--- src/rtl/shift_reg_universal.sv ---
`default_nettype none
// ============================================================================
//  Module      : shift_reg_universal
//  Description : Parametrised universal shift register. One FSM (IDLE/RX/TX)
//                owns a serial-to-parallel receive path and a
//                parallel-to-serial transmit path. Bit order is selectable
//                per frame, and the block reports a frame bit counter and
//                valid/busy handshakes. It also supports stall (en) and
//                abort (clr).
//  Ports       : clk, reset_n (async, active-low)
//                en            - clock enable, 0 holds all state
//                clr           - synchronous abort to IDLE, ignores en
//                dir           - 0 LSB-first, 1 MSB-first (latched at frame start)
//                ser_in/ser_in_valid - serial receive bit and its qualifier
//                load/par_in   - start a transmit frame with par_in
//                ser_out/ser_out_valid - serial transmit bit and its qualifier
//                par_out/par_out_valid - last received word, one-cycle pulse
//                busy          - frame in progress (RX or TX)
//                bit_cnt       - bits moved in the current frame
//  Revision    : 1.0 - initial release
// ============================================================================
module shift_reg_universal #(
    parameter  int WIDTH = 8,
    localparam int CW    = $clog2(WIDTH + 1)
) (
    input  logic             clk,
    input  logic             reset_n,
    input  logic             en,
    input  logic             clr,
    input  logic             dir,
    input  logic             ser_in,
    input  logic             ser_in_valid,
    input  logic             load,
    input  logic [WIDTH-1:0] par_in,
    output logic             ser_out,
    output logic             ser_out_valid,
    output logic [WIDTH-1:0] par_out,
    output logic             par_out_valid,
    output logic             busy,
    output logic [CW-1:0]    bit_cnt
);

    localparam logic [1:0]    c_IDLE = 2'd0;
    localparam logic [1:0]    c_RX   = 2'd1;
    localparam logic [1:0]    c_TX   = 2'd2;
    localparam logic [CW-1:0] c_LAST = CW'(WIDTH - 1);

    logic [1:0]       r_state;
    logic [WIDTH-1:0] r_shreg;
    logic             r_dir_q;
    logic [CW-1:0]    r_bit_cnt;
    logic [WIDTH-1:0] r_par_out;
    logic             r_par_out_valid;

    logic [1:0]       w_state_nxt;
    logic [WIDTH-1:0] w_shreg_nxt;
    logic             w_dir_nxt;
    logic [CW-1:0]    w_bit_cnt_nxt;
    logic [WIDTH-1:0] w_par_out_nxt;
    logic             w_par_out_valid_nxt;
    logic             w_rx_dir;
    logic [WIDTH-1:0] w_rx_shift;
    logic [WIDTH-1:0] w_tx_shift;

    // ------------------------------------------------------------------
    // State register
    // ------------------------------------------------------------------
    always_ff @(posedge clk or negedge reset_n) begin
        if (!reset_n) begin
            r_state         <= c_IDLE;
            r_shreg         <= '0;
            r_dir_q         <= 1'b0;
            r_bit_cnt       <= '0;
            r_par_out       <= '0;
            r_par_out_valid <= 1'b0;
        end else begin
            r_state         <= w_state_nxt;
            r_shreg         <= w_shreg_nxt;
            r_dir_q         <= w_dir_nxt;
            r_bit_cnt       <= w_bit_cnt_nxt;
            r_par_out       <= w_par_out_nxt;
            r_par_out_valid <= w_par_out_valid_nxt;
        end
    end

    // ------------------------------------------------------------------
    // Next-state logic
    // ------------------------------------------------------------------
    always_comb begin
        w_state_nxt         = r_state;
        w_shreg_nxt         = r_shreg;
        w_dir_nxt           = r_dir_q;
        w_bit_cnt_nxt       = r_bit_cnt;
        w_par_out_nxt       = r_par_out;
        // The completion pulse lasts exactly one cycle, even under stall.
        w_par_out_valid_nxt = 1'b0;

        // The first received bit is shifted with the live dir because
        // dir_q is only being captured on that same edge.
        w_rx_dir   = (r_state == c_IDLE) ? dir : r_dir_q;
        w_rx_shift = w_rx_dir ? {r_shreg[WIDTH-2:0], ser_in}
                              : {ser_in, r_shreg[WIDTH-1:1]};
        w_tx_shift = r_dir_q  ? {r_shreg[WIDTH-2:0], 1'b0}
                              : {1'b0, r_shreg[WIDTH-1:1]};

        if (clr) begin
            w_state_nxt   = c_IDLE;
            w_bit_cnt_nxt = '0;
            w_shreg_nxt   = '0;
        end else if (en) begin
            case (r_state)
                c_IDLE: begin
                    // load has priority; a simultaneous serial bit is dropped
                    if (load) begin
                        w_shreg_nxt   = par_in;
                        w_dir_nxt     = dir;
                        w_bit_cnt_nxt = '0;
                        w_state_nxt   = c_TX;
                    end else if (ser_in_valid) begin
                        w_shreg_nxt   = w_rx_shift;
                        w_dir_nxt     = dir;
                        w_bit_cnt_nxt = CW'(1);
                        w_state_nxt   = c_RX;
                    end
                end
                c_RX: begin
                    if (ser_in_valid) begin
                        w_shreg_nxt = w_rx_shift;
                        if (r_bit_cnt == c_LAST) begin
                            w_par_out_nxt       = w_rx_shift;
                            w_par_out_valid_nxt = 1'b1;
                            w_bit_cnt_nxt       = '0;
                            w_state_nxt         = c_IDLE;
                        end else begin
                            w_bit_cnt_nxt = r_bit_cnt + CW'(1);
                        end
                    end
                end
                c_TX: begin
                    w_shreg_nxt = w_tx_shift;
                    if (r_bit_cnt == c_LAST) begin
                        w_bit_cnt_nxt = '0;
                        w_state_nxt   = c_IDLE;
                    end else begin
                        w_bit_cnt_nxt = r_bit_cnt + CW'(1);
                    end
                end
                default: begin
                    w_state_nxt   = c_IDLE;
                    w_bit_cnt_nxt = '0;
                end
            endcase
        end
    end

    // ------------------------------------------------------------------
    // Outputs
    // ------------------------------------------------------------------
    assign busy          = (r_state != c_IDLE);
    assign ser_out       = (r_state == c_TX) ? (r_dir_q ? r_shreg[WIDTH-1] : r_shreg[0]) : 1'b0;
    assign ser_out_valid = (r_state == c_TX) & en;
    assign par_out       = r_par_out;
    assign par_out_valid = r_par_out_valid;
    assign bit_cnt       = r_bit_cnt;

endmodule
`default_nettype wire

--- config.mk ---
export PLATFORM = sky130hd
export DESIGN_NAME = shift_reg_universal
export DESIGN_NICKNAME = d
export VERILOG_FILES = /design/src/rtl/shift_reg_universal.sv
export SDC_FILE = /design/constraint.sdc
export NUM_CORES = 1
export LEC_CHECK = 0
export CAP_MARGIN = 20
export CORE_ASPECT_RATIO = 1.25
export CORE_MARGIN = 3
export CORE_UTILIZATION = 45
export CTS_BUF_LIST = sky130_fd_sc_hd__clkbuf_4 sky130_fd_sc_hd__clkbuf_8 sky130_fd_sc_hd__clkbuf_16
export DETAILED_ROUTE_END_ITERATION = 12
export PLACE_DENSITY = 0.68
export SETUP_SLACK_MARGIN = 0.15
export SYNTH_ARGS = -nofsm -noshare
export SYNTH_HDL_FRONTEND = slang
export SYNTH_SLANG_ARGS = --single-unit
--- constraint.sdc ---
create_clock -name clk -period 4.8 [get_ports clk]
set_input_delay 0.96 -clock clk [delete_from_list [all_inputs] [get_ports clk]]
set_output_delay 0.96 -clock clk [all_outputs]
set_load 0.05 [all_outputs]
==> metrics.yaml <==
synth-seq-area-share_pct: 36.1
tns_ns: 0
cp.arrival_ns: 2.53
post_cts_resized: 0
dieArea_mm2: 0.00447
p_leak_nw: 0.856
synth_edf_count: 0
power_frac_comb_pct: 30.4
core-area_mm2: 0.00351
total_power_mw: 0.601
place_inst: 252
n_antenna_cell: 0
timing.hold.ws_ns: 0.526
grt_max_degree: 29
clkTransAtPathRegs_ns: 0.09
wl_um: 4230
syn_nets: 214
cts_tree: "built"
grt_pass1_wl_um: 6620
drive_above_1_share_pct: 6.88
rr_startpoint: "r_state[0]"
cts-buffers-inserted: 3
firstDrtPassIters: 4
layout_commonest_cell: "clkdlybuf4s50_1"
rows: 24
grt_overflow: 0
cp-end-kind: "output pin"
pwr-share-clk_pct: 29.7
post_drt_via_cell_ratio: 6.09
hold_violations: 0
remaining_drc_errors: 0
antenna_found_initial: 0
hold_end: "par_out[7]"
pre_cts_slack_ns: 1.33
min_period_ns: 3.49
insertion_delay_ns: 0.27
hold_class: "reg -> reg"
dpl-instance-area_mm2: 0.00197
cts_root_buf: "clkbuf_8"
fin_crit_sh_pct: 72.6
power_per_cell_area_mw_per_mm2: 292
syn_to_final_growth_pct: 23.7
final_cell_mix: "31 x clkdlybuf4s50_1, 25 x a21oi_1, 24 x dfrtp_1"
rsz0062_at_grt: "false"
critical_path.startpoint: "en"
ff2ff_setup_slack_ns: 2.23
switching_share_pct: 32.9
finalWeightedCongestion: 0.817
grt_usage_pct: 19.4
die_x_um: 60.4
ys_ff_latch: 24
worst-path-max-fanout: 8
syn_area_mm2: 0.00166
stdcell_count: 257
synthTopCellsByArea: "dfrtp_1 36%, mux2i_1 7.8%, a21oi_1 7.5%"
r2r_end: "r_shreg[7]"
r2r_cells: 6
synth.top_cell.area_share_pct: 36.1
fin_util_pct: 58.6
fillCellCount: 341
pwr-share-seq_pct: 39.9
whs_path_depth: 1
p_switching_mw: 0.197
fin_ws_ns: 1.31
syn_area_per_cell_um2: 8.62
slew_viol_final: 0
drtIter0Drc: 40
die_h_um: 74.0
crit_type: "in -> out"
hp-start: "par_out[7]"
ir_worst_vdd_mv: 0.225
synthCells: 193
post_cts_buffers: 0
clockBufferDepth: 2
hold_buffers: 0
yosysWarnings: 0
hpwl_um: 3040
yosys.cell_types.count: 38
initial_core_util_pct: 47.4
slew_headroom_pct: 36.8
vias: 1565
fin_nets: 240
wl_per_cell_um: 16.5
tightest_slew_ns: 0.945
start_kind: "primary input"
drv_cap: 0
async_flop_share_pct: 100
report.final.setup_viol: 0
internal_power_mw: 0.403
crit_required_ns: 3.84
yosys.area.top_type: "dfrtp_1"
ios: 32
max_freq_ghz: 0.287
skew_ns: 0.00166
io_buffers: 31
yosys_most_used_dff: "dfrtp_1"
antenna_left: 0
grt_pass1_vias: 1405
clock_sinks: 24
design_area_mm2: 0.00206
htree_levels: 1
run_status: "finished clean"
how the worst max path moves through the flow:
stage / to / slack (ns) / depth (start not counted)
after floorplan: ser_out / 2.38 / 4
after global placement: ser_out_valid / 1.37 / 3
after detailed placement: ser_out_valid / 1.33 / 3
after CTS: ser_out_valid / 1.32 / 3
after global routing: ser_out_valid / 1.28 / 3
final: ser_out_valid / 1.31 / 3
layout make-up:
cell class | count | area, um2 | area share [%]
multi-input cells | 151 | 982 | 47.7
flip-flops and latches | 24 | 601 | 29.2
repair buffers | 33 | 333 | 16.2
well taps | 39 | 48.8 | 2.37
clock buffers | 3 | 41.3 | 2.01
clock inverters | 1 | 30.0 | 1.46
inverters | 6 | 22.5 | 1.09
cells in the mapped netlist (3+ instances only):
master and number:
a21oi_1 25, dfrtp_1 24, nor2_1 22, nand2_1 18, mux2i_1 13, a211oi_1 11
o21ai_0 10, clkbuf_1 7, inv_1 6, mux2_2 6, o31ai_1 6, ha_1 5
nand3_1 4, a31oi_1 3, nand2b_1 3, nor2b_1 3, o211ai_1 3
cells by family after synthesis:
family | after synthesis | share of synthesized area [%]
fa+ha+maj | 5 | 3.76
flops | 24 | 36.1
buf+inv | 18 | 4.89
compound gates | 66 | 24.5
mux | 20 | 13.2
simple gates | 60 | 17.5
critical path, cell delays in order:
cell             delay [ns]
clkdlybuf4s50_1        0.59
and2_1                 0.18
clkdlybuf4s50_1        0.80
state kept, by name (all words and copies together), names as in the netlist:
| name | count |
|---|---|
| par_out_valid | 1 |
| par_out | 8 |
| bit_cnt | 4 |
| r_dir_q | 1 |
| r_shreg | 8 |
| r_state | 2 |
routing by layer:
layer,global-route usage (%),vias up,wire [um],share of wire [%]
met5,0,-,0,0
met2,34.6,40,2200,52
met4,7.14,0,55,1.3
met3,2.95,7,162,3.8
li1,-,754,-,-
met1,23.3,764,1820,43
power by group through the flow:
stage	sequential, mW	combinational, mW	clock [mW]
finish	0.240	0.182	0.178
global route	0.242	0.201	0.189
CTS	0.239	0.181	0.185
detailed placement	0.243	0.179	0
global placement	0.242	0.174	0
floorplan	0.234	0.138	0
Power figures use the tool's default switching activity.
